### src/rtl/q_sys_pll_reset_sequencer_if.sv
// PLL status interconnect request side: power-down and master-CGB reset out, raw lock back.
interface q_sys_pll_reset_sequencer_if;
    logic pll_powerdown;
    logic mcgb_rst;
    logic pll_locked;

    modport master (
        output pll_powerdown,
        output mcgb_rst,
        input  pll_locked
    );

    modport slave (
        input  pll_powerdown,
        input  mcgb_rst,
        output pll_locked
    );
endinterface

### src/rtl/q_sys_pll_reset_sequencer.sv
// PLL power-down / lock qualification / master-CGB reset sequencer with loss-of-lock counting.
// Optional PLL_SEQ_AUTO_RETRY_EN: FAULT retries after one cycle instead of waiting for a request.
module q_sys_pll_reset_sequencer #(
    parameter int PWRDN_CYCLES        = 1000,
    parameter int LOCK_STABLE_CYCLES  = 500,
    parameter int LOCK_TIMEOUT_CYCLES = 100000,
    parameter int MCGB_RST_CYCLES     = 100,
    parameter int CNT_W               = 20
) (
    input  logic                         clock_i,
    input  logic                         reset_i,
    input  logic                         pll_reset_req_i,
    q_sys_pll_reset_sequencer_if.master  pll_if,
    output logic                         pll_ready_o,
    output logic                         timeout_err_o,
    output logic [7:0]                   lol_count_o
);

    localparam logic [2:0] S_PWRDN = 3'd0;
    localparam logic [2:0] S_WAIT  = 3'd1;
    localparam logic [2:0] S_MCGB  = 3'd2;
    localparam logic [2:0] S_READY = 3'd3;
    localparam logic [2:0] S_FAULT = 3'd4;

    localparam logic [CNT_W-1:0] PWRDN_LAST   = CNT_W'(PWRDN_CYCLES - 1);
    localparam logic [CNT_W-1:0] STABLE_LAST  = CNT_W'(LOCK_STABLE_CYCLES - 1);
    localparam logic [CNT_W-1:0] TIMEOUT_LAST = CNT_W'(LOCK_TIMEOUT_CYCLES - 1);
    localparam logic [CNT_W-1:0] MCGB_LAST    = CNT_W'(MCGB_RST_CYCLES - 1);

    logic [2:0]       state_q, state_d;
    logic [CNT_W-1:0] cnt_q, cnt_d;
    logic [CNT_W-1:0] stab_q, stab_d;
    logic [7:0]       lol_q, lol_d;
    logic             sync1_q, sync2_q;
    logic             pd_q, pd_d;
    logic             mcgb_q, mcgb_d;
    logic             rdy_q, rdy_d;
    logic             terr_q, terr_d;
    logic             lock_s;

    assign lock_s = sync2_q;

    always_comb begin
        state_d = state_q;
        cnt_d   = cnt_q;
        stab_d  = '0;
        lol_d   = lol_q;
        unique case (state_q)
            S_PWRDN: begin
                if (pll_reset_req_i) begin
                    cnt_d = '0;
                end else if (cnt_q == PWRDN_LAST) begin
                    state_d = S_WAIT;
                    cnt_d   = '0;
                end else begin
                    cnt_d = cnt_q + 1'b1;
                end
            end
            S_WAIT: begin
                // Lock qualification takes priority over a coincident timeout.
                if (pll_reset_req_i) begin
                    state_d = S_PWRDN;
                    cnt_d   = '0;
                end else if (lock_s && stab_q == STABLE_LAST) begin
                    state_d = S_MCGB;
                    cnt_d   = '0;
                end else if (cnt_q == TIMEOUT_LAST) begin
                    state_d = S_FAULT;
                    cnt_d   = '0;
                end else begin
                    cnt_d  = cnt_q + 1'b1;
                    stab_d = lock_s ? stab_q + 1'b1 : '0;
                end
            end
            S_MCGB: begin
                if (pll_reset_req_i || !lock_s) begin
                    state_d = S_PWRDN;
                    cnt_d   = '0;
                end else if (cnt_q == MCGB_LAST) begin
                    state_d = S_READY;
                    cnt_d   = '0;
                end else begin
                    cnt_d = cnt_q + 1'b1;
                end
            end
            S_READY: begin
                if (pll_reset_req_i || !lock_s) begin
                    state_d = S_PWRDN;
                    cnt_d   = '0;
                end
                if (!lock_s && lol_q != 8'hFF) begin
                    lol_d = lol_q + 8'd1;
                end
            end
            S_FAULT: begin
`ifdef PLL_SEQ_AUTO_RETRY_EN
                state_d = S_PWRDN;
                cnt_d   = '0;
`else
                if (pll_reset_req_i) begin
                    state_d = S_PWRDN;
                    cnt_d   = '0;
                end
`endif
            end
            default: begin
                state_d = S_PWRDN;
                cnt_d   = '0;
            end
        endcase
    end

    // Outputs decode the next state so they move on the transition edge.
    always_comb begin
        pd_d   = (state_d == S_PWRDN) || (state_d == S_FAULT);
        mcgb_d = (state_d != S_READY);
        rdy_d  = (state_d == S_READY);
        terr_d = terr_q || (state_d == S_FAULT);
    end

    always_ff @(posedge clock_i) begin
        if (reset_i) begin
            state_q <= S_PWRDN;
            cnt_q   <= '0;
            stab_q  <= '0;
            lol_q   <= '0;
            sync1_q <= 1'b0;
            sync2_q <= 1'b0;
            pd_q    <= 1'b1;
            mcgb_q  <= 1'b1;
            rdy_q   <= 1'b0;
            terr_q  <= 1'b0;
        end else begin
            state_q <= state_d;
            cnt_q   <= cnt_d;
            stab_q  <= stab_d;
            lol_q   <= lol_d;
            sync1_q <= pll_if.pll_locked;
            sync2_q <= sync1_q;
            pd_q    <= pd_d;
            mcgb_q  <= mcgb_d;
            rdy_q   <= rdy_d;
            terr_q  <= terr_d;
        end
    end

    assign pll_if.pll_powerdown = pd_q;
    assign pll_if.mcgb_rst      = mcgb_q;
    assign pll_ready_o          = rdy_q;
    assign timeout_err_o        = terr_q;
    assign lol_count_o          = lol_q;

endmodule
### src/flat_wrapper.sv
// flat-port wrapper written by rule: the top's interface ports become plain ports
module q_sys_pll_reset_sequencer_flat 
#(
    parameter int PWRDN_CYCLES        = 1000,
    parameter int LOCK_STABLE_CYCLES  = 500,
    parameter int LOCK_TIMEOUT_CYCLES = 100000,
    parameter int MCGB_RST_CYCLES     = 100,
    parameter int CNT_W               = 20
)
  (clock_i, reset_i, pll_reset_req_i, pll_ready_o, timeout_err_o, lol_count_o, pll_if_pll_powerdown, pll_if_mcgb_rst, pll_if_pll_locked);
  q_sys_pll_reset_sequencer_if pll_if_i ();
  input  logic clock_i;
  input  logic reset_i;
  input  logic pll_reset_req_i;
  output logic pll_ready_o;
  output logic timeout_err_o;
  output logic [7:0] lol_count_o;
  output wire logic [$bits(pll_if_i.pll_powerdown)-1:0] pll_if_pll_powerdown;
  output wire logic [$bits(pll_if_i.mcgb_rst)-1:0] pll_if_mcgb_rst;
  input wire logic [$bits(pll_if_i.pll_locked)-1:0] pll_if_pll_locked;
  assign pll_if_pll_powerdown = pll_if_i.pll_powerdown;
  assign pll_if_mcgb_rst = pll_if_i.mcgb_rst;
  assign pll_if_i.pll_locked = pll_if_pll_locked;
  q_sys_pll_reset_sequencer #(.PWRDN_CYCLES(PWRDN_CYCLES), .LOCK_STABLE_CYCLES(LOCK_STABLE_CYCLES), .LOCK_TIMEOUT_CYCLES(LOCK_TIMEOUT_CYCLES), .MCGB_RST_CYCLES(MCGB_RST_CYCLES), .CNT_W(CNT_W)) u_core (.clock_i(clock_i), .reset_i(reset_i), .pll_reset_req_i(pll_reset_req_i), .pll_if(pll_if_i), .pll_ready_o(pll_ready_o), .timeout_err_o(timeout_err_o), .lol_count_o(lol_count_o));
endmodule
### config.mk
export PLATFORM = sky130hd
export DESIGN_NAME = q_sys_pll_reset_sequencer_flat
export DESIGN_NICKNAME = d
export VERILOG_FILES = /design/src/rtl/q_sys_pll_reset_sequencer_if.sv /design/src/rtl/q_sys_pll_reset_sequencer.sv /design/src/flat_wrapper.sv
export SDC_FILE = /design/constraint.sdc
export NUM_CORES = 1
export LEC_CHECK = 0
export ABC_AREA = 0
export CORE_ASPECT_RATIO = 1.25
export CORE_MARGIN = 2
export CORE_UTILIZATION = 40
export CTS_CLUSTER_DIAMETER = 40
export DETAILED_ROUTE_END_ITERATION = 10
export DONT_BUFFER_PORTS = 1
export MAX_ROUTING_LAYER = met4
export PLACE_DENSITY = 0.63
export SETUP_SLACK_MARGIN = 0.1
export SYNTH_ARGS = -nofsm -noshare
export SYNTH_HDL_FRONTEND = slang
export SYNTH_SLANG_ARGS = --single-unit
### constraint.sdc
create_clock -name clock_i -period 2 [get_ports clock_i]
set_input_delay 0.1 -clock clock_i [delete_from_list [all_inputs] [get_ports clock_i]]
set_output_delay 0.1 -clock clock_i [all_outputs]
set_load 0.01 [all_outputs]
* Word level (Yosys, flattened, before mapping)
Index checks and enable logic that the tools add are counted.
Word-level totals: register bits after elaboration 57, bits of input ports 4, output and inout bits 12, word-level logic and storage cells 60
Cells by class: $add $sub $neg 3, eq/ne operators 14, muxes and demuxes 20, bitwise operators 2, reduce and logical (&&, ||, !) cells 11
Operators with widths (count):
- $mux W20 | 9
- $pmux W20 S5 | 1
- $add A20 B1 Y20 const B | 2
- $mux W3 | 9
- $eq A20 B10 Y1 const B | 1
- $eq A20 B17 Y1 const B | 1
- $eq A20 B7 Y1 const B | 1
- $eq A20 B9 Y1 const B | 1
- $pmux W3 S5 | 1
- $eq A3 B2 Y1 const B | 3
- $add A8 B1 Y8 const B | 1
- $ne A8 B8 Y1 const B | 1
- $eq A3 B3 Y1 const B | 2
- $logic_not A3 Y1 | 2
- $reduce_or A6 Y1 | 1
- $reduce_and A2 Y1 | 2
- $eq A3 B1 Y1 const B | 1
- $logic_or A1 B1 Y1 | 3
- $ne A3 B2 Y1 const B | 1
- $logic_and A1 B1 Y1 | 2
- $ne A2 B1 Y1 const B | 1
- $ne A2 B2 Y1 const B | 1
- $not A1 Y1 | 2
- $logic_not A1 Y1 | 1

* Logic depth before layout (Yosys ltp)
depth after elaboration 7, mapped depth 10, mapped depth without buffers 8

* Least setup slack after synthesis
No wires, ideal clock.
path kind flip-flop to flip-flop, start point register u_core.cnt_q[0], end point register u_core.cnt_q[7], setup time 0.117 ns, data arrival time 1.919 ns, data required time 1.883 ns, setup slack -0.036 ns, cell stages (with the launch flop) 10, path buffers 2, clock period less this slack 2.036 ns, path through dfxtp_1 -> ha_1 -> and3_1 -> nand4_1 -> nor4_1 -> or2_0 -> buf_2 -> a21oi_2 -> buf_6 -> a22o_1
Between the ends: longest elaborated chain between the ends 5, elaborated cells between the ends (all ways) 12, classes of those cells add/sub (1); eq/ne (3); mux (8)
Ends and longest elaborated chain:
- from (decl) | RTL line q_sys_pll_reset_sequencer.sv:31 | logic [CNT_W-1:0] cnt_q, cnt_d;
- from (signal assigned) | RTL line q_sys_pll_reset_sequencer.sv:135 | cnt_q <= cnt_d;
- $add A20 B1 Y20 or $eq A20 B17 Y1 (tied branches)
- $mux W20 | RTL line q_sys_pll_reset_sequencer.sv:67 | end else if (cnt_q == TIMEOUT_LAST) begin
- $mux W20 | RTL line q_sys_pll_reset_sequencer.sv:64 | end else if (lock_s && stab_q == STABLE_LAST) begin
- $mux W20 | RTL line q_sys_pll_reset_sequencer.sv:61 | if (pll_reset_req_i) begin
- $pmux W20 S5 (*) | RTL line q_sys_pll_reset_sequencer.sv:48 | unique case (state_q)
Every way passes the cells marked *; elsewhere a longest branch is shown, timed or not. A chain may end at the register's enable or synchronous reset.

* Final worst setup path
start point register u_core.cnt_q[2], end point register u_core.cnt_q[2]
Same word-level chain as after synthesis.

==> impl_metrics.yaml <==
outcome:
  status: "complete, but fails checks"
  violations: "setup timing"
setup_path:
  rrSetupSlack_ns: -0.07
  path_cells: "or4b_1, o41a_1, a2bb2oi_4, a21oi_4, buf_12, a21oi_4, mux2i_1"
  worstPathMaxFanout: 7
  cp.required_ns: 2.23
  arrival_ns: 2.31
  cp-start-kind: "flip-flop"
  crit_slowest_cell: "or4b_1"
  path_class: "flip-flop to flip-flop"
  worst_setup_path_end_kind: "flip-flop"
  timing.critical_path.slowest_cell_delay_ns: 0.50
  cp_common_cell: "a21oi_4"
logic_synthesis:
  synth_cell_types: 47
  synth_top_area_share_pct: 43.1
  syn_area_per_cell_sq_um: 8.38
  synth.top_cells.by_count: "dfxtp_1 (57), nor2_1 (43), nand2_1 (41), nand3_1 (26), xor2_1 (17)"
  synth.most_common_cell: "dfxtp_1"
  synth_nets: 323
  netlist_instances: 316
  synthArstFlopShare_pct: 0
  synth-main-ff-cell: "dfxtp_1"
  synth_area_sq_um: 2650
  synth_seq_cells: 57
  synth_area_leaders: "dfxtp_1 (43%), nor2_1 (6.1%), nand2_1 (5.8%)"
  ys_seq_area_share_pct: 43.1
  yosysWarnings: 0
  synth_edf_count: 0
  synth_top_cell_by_area: "dfxtp_1"
timing:
  rsz0062_at_grt: "true"
  relSlewSlack_pct: 55.3
  worst_slack_ns: -0.0744
  worstMarginPinSlew_ns: 0.669
  finClkSkew_ns: 0.00446
  setup_violations: 29
  maxSlewViolCount: 0
  min_period_ns: 2.07
  fmax_mhz: 482
  hold_slack_ns: 0.00572
  period_share_pct: 104
  hold_viol: 0
placed_design:
  io_buffers: 0
  dp_hpwl_mm: 4.07
  placed_cells: 450
  routabilityCongestion: 0.805
grt:
  grt_antenna_before_repair: 0
  grt_busiest_layer: "met2"
  grtUsageMet2_pct: 34.2
  grt_overflow_total: 0
  met1_usage_pct: 21.8
  grt_pass1_wl_mm: 11.2
  grt_max_degree: 19
  grt_pass1_vias: 2424
  use_met3_pct: 5.74
  track_usage_pct: 20.2
cells_and_area:
  fillers: 567
  area_growth_pct: 45.2
  drive_gt1_share_pct: 35.0
  diodes: 0
  final-seq-area_sq_um: 1160
  postLayoutCoreUtil_pct: 59.3
  fin_nets: 393
  multi_input_area_sq_um: 1690
  fin_cells: 478
hold_path:
  hold_class: "primary input to flip-flop"
detailed_routing:
  wl_per_cell_microns: 13.6
  final_antenna_net_count: 0
  drc: 0
  first_pass_iters: 4
  drtIter0Drc: 86
  num_vias: 2496
  viasPerCell: 5.22
  wl_mm: 6.51
clock_tree:
  cts.sinks: 57
  clk_latency_ns: 0.34
  htreeDepth: 3
  cts.path.max_buffers: 2
  cts_buffers: 9
  cts_tree: "yes"
  root_buffer: "clkbuf_8"
  clk_pin_slew_ns: 0.07
die:
  die_y_microns: 95.0
  rows: 33
  chipWidth_microns: 76.8
  boundaryPins: 16
  start_util_pct: 40.8
  core_sq_um: 6480
  die_area_sq_um: 7290
pwr:
  power.leakage_uw: 0.00138
  irDropWorstVdd_mv: 0.542
  powerDensity_nw_per_um2: 644
flow_run:
  cap_violations: 0
layer usage:
layer  wire [microns]  part of all wire, %  up-vias
li1                 -                    -     1246
met1             2760                   42     1181
met2             3320                   51       56
met3              300                  4.6       13
met4              136                  2.1        0
met5                0                    0        -
worst max-delay path: cells and delay by family, from the launching register on:
family | cells | cell delay (ns)
compound gates | 4 | 0.90
buf+inv | 1 | 0.15
flops | 1 | 0.34
mux | 1 | 0.08
simple gates | 1 | 0.50
cell usage in the layout, fill, tap and decap left out, types with 6 or more instances in the layout:
cell type / count
buf_4: 58
dfxtp_1: 51
nand2_1: 40
nor2_1: 27
nand3_1: 22
xor2_1: 17
nor2_4: 15
xnor2_1: 14
o21ai_1: 12
inv_1: 10
clkbuf_8: 10
nand4_1: 8
o311ai_1: 7
and3_1: 6
cells by family after synthesis:
group | Yosys count | share of synthesized area, %
adder cells (fa/ha/maj) | 3 | 1.42
flip-flops | 57 | 43.1
XOR/XNOR | 31 | 10.3
multiplexers | 2 | 0.756
buffers and inverters | 20 | 3.59
AO/OA/AOI/OAI | 40 | 10.6
AND/OR/NAND/NOR | 163 | 30.3
power breakdown:
part	leakage (uW)	switching (uW)	total (uW)	internal, uW
Clock	0.000124	465	1270	804
Sequential	0.000463	2.58	1140	1140
Combinational	0.000791	34.5	66.5	31.9
Total	0.00138	502	2470	1970
stage by stage:
step	cell area [sq um]	setup WS [ns]	power (uW)	TNS, ns
2_1_floorplan	2690	0.0626	1200	0
3_3_place_gp	3190	-0.0844	1210	-0.705
3_5_place_dp	3190	-0.137	1210	-1.72
4_1_cts	3740	-0.0827	2500	-1.59
5_1_grt	3840	-0.214	2560	-4.69
6_report	3840	-0.0744	2470	-0.989
layout make-up:
cell class	count	area share, %
timing repair buffer	68	15.8
multi-input combinational	239	44.1
inverter	11	1.07
tap	87	2.83
clock inverter	5	1.95
clock buffer	11	4.23
sequential	57	30.1
state kept, by name, indices dropped and copies added, names as in the netlist:
name	flops
u_core.pll_ready_o	1
u_core.pll_if.pll_powerdown	1
u_core.lol_count_o	8
u_core.lock_s	1
u_core.timeout_err_o	1
u_core.stab_q	20
u_core.cnt_q	20
u_core.state_q	3
u_core.pll_if.mcgb_rst	1
u_core.sync1_q	1
path summary, 6_finish.rpt:
path | start | end | depth (start not counted)
max reg2reg | u_core.cnt_q[2] | u_core.cnt_q[2] | 7
min reg2reg | u_core.sync1_q | u_core.lock_s | 1
max | u_core.cnt_q[2] | u_core.cnt_q[2] | 7
min | pll_reset_req_i | u_core.state_q[2] | 3
timing repair:
| action | CTS | global route |
|---|---|---|
| endpoints found under the hold margin | 16 | 0 |
| cloned | 3 | 0 |
| hold buffers | 2 | 0 |
| resized for setup | 40 | 34 |
| endpoints found under the setup margin | 44 | 49 |
| pin swaps | 30 | 18 |
| buffers inserted | 7 | 2 |
(Power assumes the default switching activity.)
